`src/rtl/bram_rd_streamer.sv`:
```
// Streams a (start address, length) BRAM read command out as a valid/ready burst.
// Ports: clka/rst, cmd_* command handshake, bram_* read port, m_* stream out, busy.
module bram_rd_streamer #(
  parameter int RAM_WIDTH  = 18,
  parameter int RAM_DEPTH  = 1024,
  parameter int RD_LATENCY = 2,
  localparam int AW = (RAM_DEPTH > 1) ? $clog2(RAM_DEPTH) : 1
) (
  input  logic                 clka,
  input  logic                 rst,
  input  logic                 cmd_valid,
  output logic                 cmd_ready,
  input  logic [AW-1:0]        cmd_addr,
  input  logic [AW:0]          cmd_len,
  output logic                 bram_en,
  output logic                 bram_we,
  output logic                 bram_regce,
  output logic [AW-1:0]        bram_addr,
  input  logic [RAM_WIDTH-1:0] bram_dout,
  output logic                 m_valid,
  input  logic                 m_ready,
  output logic [RAM_WIDTH-1:0] m_data,
  output logic                 m_last,
  output logic                 busy
);

  localparam int D  = RD_LATENCY + 1;
  localparam int PW = (D > 1) ? $clog2(D) : 1;
  localparam int CW = $clog2(D + 1);

  typedef enum logic [1:0] {
    IDLE,
    ISSUE,
    DRAIN
  } state_t;

  state_t state_q, state_d;

  logic [AW-1:0] addr_q, addr_d;
  logic [AW-1:0] hold_q, hold_d;
  logic [AW:0]   rem_q, rem_d;

  logic [RD_LATENCY-1:0] vld_q, vld_d;
  logic [RD_LATENCY-1:0] lst_q, lst_d;
  logic                  regce_q;

  logic [RAM_WIDTH:0] mem_q [D];
  logic [PW-1:0]      wr_q, wr_d;
  logic [PW-1:0]      rd_q, rd_d;
  logic [CW-1:0]      cnt_q, cnt_d;

  logic               push, push_last;
  logic               have, pop, fpop, store;
  logic               issue, last_rd;
  logic [CW-1:0]      inflight;
  logic [RAM_WIDTH:0] head;
  int                 occ;

  always_comb begin
    push      = vld_q[RD_LATENCY-1];
    push_last = lst_q[RD_LATENCY-1];
    have      = (cnt_q != '0);
    head      = mem_q[rd_q];

    // Empty FIFO falls through to the returning BRAM word.
    m_valid = have | push;
    m_data  = have ? head[RAM_WIDTH-1:0]
                   : (push ? bram_dout : '0);
    m_last  = have ? head[RAM_WIDTH] : (push & push_last);

    pop   = m_valid & m_ready;
    fpop  = pop & have;
    store = push & (have | ~pop);

    inflight = '0;
    for (int i = 0; i < RD_LATENCY; i++) begin
      inflight = inflight + CW'(vld_q[i]);
    end

    // Occupancy after this cycle's pop; a returning word just
    // moves from in-flight to FIFO, so it does not change the sum.
    occ   = 32'(cnt_q) + 32'(inflight) - 32'(pop);
    issue = (state_q == ISSUE) && (rem_q != '0) && (occ < D);
    last_rd = (rem_q == (AW+1)'(1));
  end

  always_comb begin
    state_d = state_q;
    addr_d  = addr_q;
    hold_d  = hold_q;
    rem_d   = rem_q;
    unique case (state_q)
      IDLE: begin
        if (cmd_valid) begin
          addr_d = cmd_addr;
          rem_d  = cmd_len;
          if (cmd_len != '0) state_d = ISSUE;
        end
      end
      ISSUE: begin
        if (issue) begin
          hold_d = addr_q;
          addr_d = (addr_q == AW'(RAM_DEPTH - 1))
                   ? '0 : addr_q + 1'b1;
          rem_d  = rem_q - 1'b1;
          if (last_rd) state_d = DRAIN;
        end
      end
      DRAIN: begin
        if (pop && m_last) state_d = IDLE;
      end
      default: state_d = IDLE;
    endcase
  end

  always_comb begin
    vld_d    = '0;
    lst_d    = '0;
    vld_d[0] = issue;
    lst_d[0] = issue & last_rd;
    for (int i = 1; i < RD_LATENCY; i++) begin
      vld_d[i] = vld_q[i-1];
      lst_d[i] = lst_q[i-1];
    end
  end

  always_comb begin
    wr_d  = wr_q;
    rd_d  = rd_q;
    cnt_d = cnt_q + CW'(store) - CW'(fpop);
    if (store) begin
      wr_d = (wr_q == PW'(D - 1)) ? '0 : wr_q + 1'b1;
    end
    if (fpop) begin
      rd_d = (rd_q == PW'(D - 1)) ? '0 : rd_q + 1'b1;
    end
  end

  always_ff @(posedge clka or posedge rst) begin
    if (rst) begin
      state_q <= IDLE;
      addr_q  <= '0;
      hold_q  <= '0;
      rem_q   <= '0;
      vld_q   <= '0;
      lst_q   <= '0;
      regce_q <= 1'b0;
      wr_q    <= '0;
      rd_q    <= '0;
      cnt_q   <= '0;
      for (int i = 0; i < D; i++) mem_q[i] <= '0;
    end else begin
      state_q <= state_d;
      addr_q  <= addr_d;
      hold_q  <= hold_d;
      rem_q   <= rem_d;
      vld_q   <= vld_d;
      lst_q   <= lst_d;
      regce_q <= issue;
      wr_q    <= wr_d;
      rd_q    <= rd_d;
      cnt_q   <= cnt_d;
      if (store) mem_q[wr_q] <= {push_last, bram_dout};
    end
  end

  assign bram_en    = issue;
  assign bram_we    = 1'b0;
  assign bram_regce = regce_q;
  assign bram_addr  = issue ? addr_q : hold_q;
  assign cmd_ready  = (state_q == IDLE);
  assign busy       = (state_q != IDLE);

endmodule

```
`config.mk`:
```
export PLATFORM = sky130hd
export DESIGN_NAME = bram_rd_streamer
export DESIGN_NICKNAME = d
export VERILOG_FILES = /design/src/rtl/bram_rd_streamer.sv
export SDC_FILE = /design/constraint.sdc
export NUM_CORES = 1
export LEC_CHECK = 0
export CAP_MARGIN = 20
export CORE_ASPECT_RATIO = 2
export CORE_MARGIN = 10
export CORE_UTILIZATION = 40
export CTS_CLUSTER_DIAMETER = 60
export DETAILED_ROUTE_END_ITERATION = 10
export HOLD_SLACK_MARGIN = 0.12
export PLACE_DENSITY = 0.61
export SYNTH_ARGS = -nofsm -noshare
export SYNTH_HDL_FRONTEND = slang
export SYNTH_SLANG_ARGS = --single-unit
```
`constraint.sdc`:
```
create_clock -name clka -period 3.85 [get_ports clka]
set_input_delay 0.77 -clock clka [delete_from_list [all_inputs] [get_ports clka]]
set_output_delay 0.77 -clock clka [all_outputs]
set_load 0.03 [all_outputs]
```
Word level (Yosys, flattened, before mapping) --
Index checks and enable logic that the tools add are counted.
Storage, ports and cells: input bits 43, output and inout port bits 35, register bits after elaboration 101
Operators by class: add/subtract/negate cells 9, eq/ne operators 11, mux-type cells 25, magnitude comparators 4, bitwise operators 10, reductions and logical operators 12
Operators with widths (count):
- $bwmux W57 | 1
- $mux W19 | 3
- $mux W10 | 4
- $bmux W19 S2 | 1
- $demux W19 S2 | 1
- $mux W18 | 2
- $mux W11 | 2
- $pmux W11 S2 | 1
- $reduce_bool A11 Y1 | 2
- $pmux W10 S2 | 1
- $mux W2 | 7
- $eq A11 B1 Y1 const B | 1
- $sub A11 B1 Y11 const B | 1
- $add A10 B1 Y10 const B | 1
- $eq A10 B10 Y1 const B | 1
- $ne A2 B2 Y1 const B | 4
- $eq A2 B2 Y1 const B | 3
- $ge A3 B3 Y1 const B | 2
- $not A2 Y3 | 2
- $pmux W2 S3 | 1
- $reduce_bool A2 Y1 | 3
- $and A1 B1 Y1 | 5
- $reduce_and A5 Y1 | 1
- $add A2 B1 Y2 const B | 2
- 15 further kinds | 19

Depth between registers and ports, before layout --
depth in word-level cells 8, mapped depth 12, depth with buffers taken out 10

Worst setup path after synthesis --
OpenSTA, ideal clock, no wires.
path kind input to output, start input m_ready, end output bram_addr[3], path buffers 1, cell stages on the path 10, path slack -0.299 ns, data required time 3.080 ns, arrival time 3.379 ns, cell sequence inv_1 a31oi_1 ha_1 fa_1 fa_1 nor2_1 o21ai_2 nand3_4 buf_2 o21ai_0
Between the ends: word-level cells in the longest chain between the ends 5
RTL lines:
- from (decl) | line 21 | input logic m_ready,
- $and A1 B1 Y1 | line 71 | pop = m_valid & m_ready;
- $sub A3 B1 Y4 | line 82 | occ = 32'(cnt_q) + 32'(inflight) - 32'(pop);
- $lt A4 B3 Y1 | line 83 | issue = (state_q == ISSUE) && (rem_q != '0) && (occ < D);
- $logic_and A1 B1 Y1 | line 83
- $mux W10
- to (decl) | line 18 | output logic [AW-1:0] bram_addr,
Every way passes these cells.

Worst setup path after layout --
start input m_ready, end output bram_addr[9]
The elaborated chain is that of the path after synthesis.

==> flow_summary.toml <==
[run_status]
status = "finished, violations left"
violations = "setup timing"

[die]
die_area_um2 = 18300
io_pins = 78
core_um2 = 12900
die_h_um = 182
row_count = 59
initial_utilization_pct = 40.5
die_w_um = 101

[run]
maxCapViolations = 0

[final_layout]
antennaDiodeCount = 0
register_area_um2 = 2500
drive_gt1_share_pct = 28.9
final_util_pct = 52.4
fillers = 1147
multiInputGateArea_um2 = 2560
fin_nets = 625
area_growth_pct = 29.3

[clock_network]
cts_buffers = 9
cts_hold_buf = 0
clock-sinks = 100
h-tree-depth = 3
insertion_delay_ns = 0.35
cts_root_buf = "clkbuf_16"
clkTransAtPathRegs_ns = 0.07
cts_tree = "done"
cts_max_path_buffers = 2

[logic_synthesis]
synth.distinct_cells = 52
netlist_area_um2 = 5240
ys_ff_latch = 100
postSynthCellCount = 487
ys.flop_type = "dfrtp_1"
ys_seq_area_share_pct = 47.8
yosys_warnings = 0
synth_fp_nets = 539
synth.avg_cell_area_um2 = 10.7
synth-edff-count = 0
synth-async-reset-ratio_pct = 100

[hold_path]
min_from = "lst_q[0]$_DFF_PP0_"
min_path_cells = 0
min_to = "lst_q[1]$_DFF_PP0_"
hold_class = "reg2reg"

[drt]
firstDrtPassIters = 4
viasPerCell = 5.66
drt-initial-drc-count = 115
drtAntennaViolNets = 0
routedWlPerCell_um = 18.5
wirelength_mm = 13.5
drcViolationCount = 0
num_vias = 4130

[placed_design]
place_hpwl_mm = 9.59
port_buffers = 76
gp_congestion = 0.813
place_ws_ns = -0.642

[sta]
maxClockFrequency_mhz = 250
hold_viol = 0
drv_slew = 0
setup_viol = 11
worst_slew_pin_slew_ns = 0.703
fin_crit_sh_pct = 104
rsz0062_at_grt = "yes"
timing.final.crit_period_ns = 4.00
setup_tns_ns = -1.19
fin_ws_ns = -0.147
hold_slack_ns = 0.353
skew_ns = 0.00706
slew_headroom_pct = 53.0

[global_routing]
antenna_found_initial = 0
groute.usage.overall_pct = 14.8
grt_max_degree = 53
overflow = 0
grt_pass1_vias = 4371
grt_pass1_wl_mm = 22.1

[critical_path]
worstSetupStartpoint = "m_ready"
path_class = "in2out"
start_kind = "primary input"
regToRegEndpoint = "rem_q[7]$_DFFE_PP0P_"
worstPathArrival_ns = 3.23
rr_startpoint = "cnt_q[0]$_DFF_PP0_"
worstPathRequired_ns = 3.08
rrSetupSlack_ns = 0.74
end_kind = "primary output"
rr_worst_depth = 12
crit_fanout = 6
[registers in the layout, indices dropped and copies added (netlist names)]
signal   flops
vld_q        2
mem_q       57
hold_q      10
wr_q         2
cnt_q        2
rem_q       11
rd_q         2
lst_q        2
state_q      2
addr_q      10
[cell usage after synthesis (2+ instances only)]
cell type	instances	area (um2)
a21o_1	3	22.5
a21oi_1	78	390
a31oi_1	3	18.8
and2_1	2	12.5
and3_1	6	37.5
buf_1	5	18.8
buf_2	9	45.0
buf_4	3	22.5
buf_6	5	56.3
clkbuf_1	10	37.5
dfrtp_1	100	2500
fa_1	2	40.0
ha_1	7	87.6
inv_1	17	63.8
mux2_2	72	811
mux2i_1	19	190
nand2_1	17	63.8
nand3_1	14	70.1
nand4_1	3	18.8
nor2_1	27	101
nor3_1	13	65.1
nor3b_1	3	22.5
nor4_1	6	37.5
nor4_4	2	42.5
o211ai_1	6	45.0
o21ai_0	19	95.1
o22a_1	2	17.5
o22ai_1	4	25.0
o311ai_0	4	35.0
or3_1	3	18.8
xnor2_1	2	17.5
[worst max-delay path by stage]
stage | end | slack, ns
3_3_place_gp | bram_addr[3] | -0.62
5_1_grt | bram_addr[9] | -0.21
3_5_place_dp | bram_addr[3] | -0.64
2_1_floorplan | bram_addr[3] | -0.07
6_report | bram_addr[9] | -0.15
4_1_cts | bram_addr[9] | -0.17
[area by class of cell]
| type | instances | area share, % |
|---|---|---|
| clock buffers | 9 | 3.33 |
| clock inverters | 7 | 1.24 |
| repair buffers | 107 | 16.9 |
| well taps | 152 | 2.81 |
| inverters | 17 | 1.02 |
| flip-flops and latches | 100 | 37.0 |
| multi-input cells | 338 | 37.8 |
[routing by layer]
| metal | part of all wire [%] | global-route usage (%) |
|---|---|---|
| met1 | 37 | 14.9 |
| met2 | 56 | 28.1 |
| met3 | 4.2 | 3.16 |
| met4 | 2.0 | 5.32 |
| met5 | 0 | 0 |
[cells by family after synthesis]
kind of cell | after synthesis | share of synthesized area (%)
simple gates | 106 | 11.3
xor+xnor | 3 | 0.502
compound gates | 128 | 14.1
flops | 100 | 47.8
mux | 91 | 19.1
buf+inv | 49 | 4.66
other cells | 1 | 0.0716
fa+ha+maj | 9 | 2.44
[timing repair]
action | 4_1_cts | 5_1_grt
endpoints found under the hold margin | 0 | 0
buffers inserted | 6 | 4
setup endpoints to repair | 11 | 11
pin swaps | 5 | 7
gates resized for setup | 20 | 10
gates cloned | 1 | 0
[worst max-delay path: stages]
cell and delay [ns]:
buf_8 0.08, inv_4 0.03, a31oi_4 0.16, ha_4 0.23, fa_2 0.36, fa_2 0.57, nor2_2 0.04, o21ai_2 0.19
nand3_4 0.15, buf_12 0.18, mux2_4 0.31, buf_12 0.14
[cell usage in the layout, fill, tap and decap left out, types with 2 or more instances in the layout]
| cell type | Yosys | final |
|---|---|---|
| and3_1 | 6 | 6 |
| inv_1 | 17 | 12 |
| clkinv_4 | 0 | 2 |
| inv_4 | 0 | 2 |
| mux2i_1 | 19 | 19 |
| o311ai_0 | 4 | 4 |
| buf_4 | 3 | 32 |
| nor4_1 | 6 | 6 |
| o22ai_1 | 4 | 4 |
| ha_1 | 7 | 6 |
| nand4_1 | 3 | 3 |
| nand2_1 | 17 | 17 |
| o22a_1 | 2 | 2 |
| o21ai_1 | 1 | 2 |
| xnor2_1 | 2 | 2 |
| or3_1 | 3 | 3 |
| a31oi_1 | 3 | 2 |
| nor3b_2 | 0 | 2 |
| dfrtp_1 | 100 | 100 |
| nand3_1 | 14 | 14 |
| inv_8 | 0 | 2 |
| a21o_1 | 3 | 3 |
| buf_8 | 0 | 2 |
| o21ai_0 | 19 | 16 |
| nor4_4 | 2 | 2 |
| and2_1 | 2 | 2 |
| mux2_2 | 72 | 71 |
| o21ai_2 | 1 | 2 |
| nor3_1 | 13 | 12 |
| inv_2 | 0 | 3 |
| buf_6 | 5 | 6 |
| buf_12 | 0 | 10 |
| clkbuf_16 | 0 | 10 |
| o211ai_1 | 6 | 6 |
| clkdlybuf4s50_1 | 0 | 55 |
| fa_2 | 0 | 2 |
| o21ai_4 | 1 | 2 |
| a21oi_1 | 78 | 78 |
| nor2_1 | 27 | 26 |
[through the flow]
step                std cells  area [um2]
floorplan                 487        5240
finish                    730        6770
CTS                       726        6690
global placement          702        6230
global route              730        6770
detailed placement        703        6260
Power is left out: the tool's default activity adds up to more than one toggle a clock period on the data nets, which glitch-free logic cannot reach.
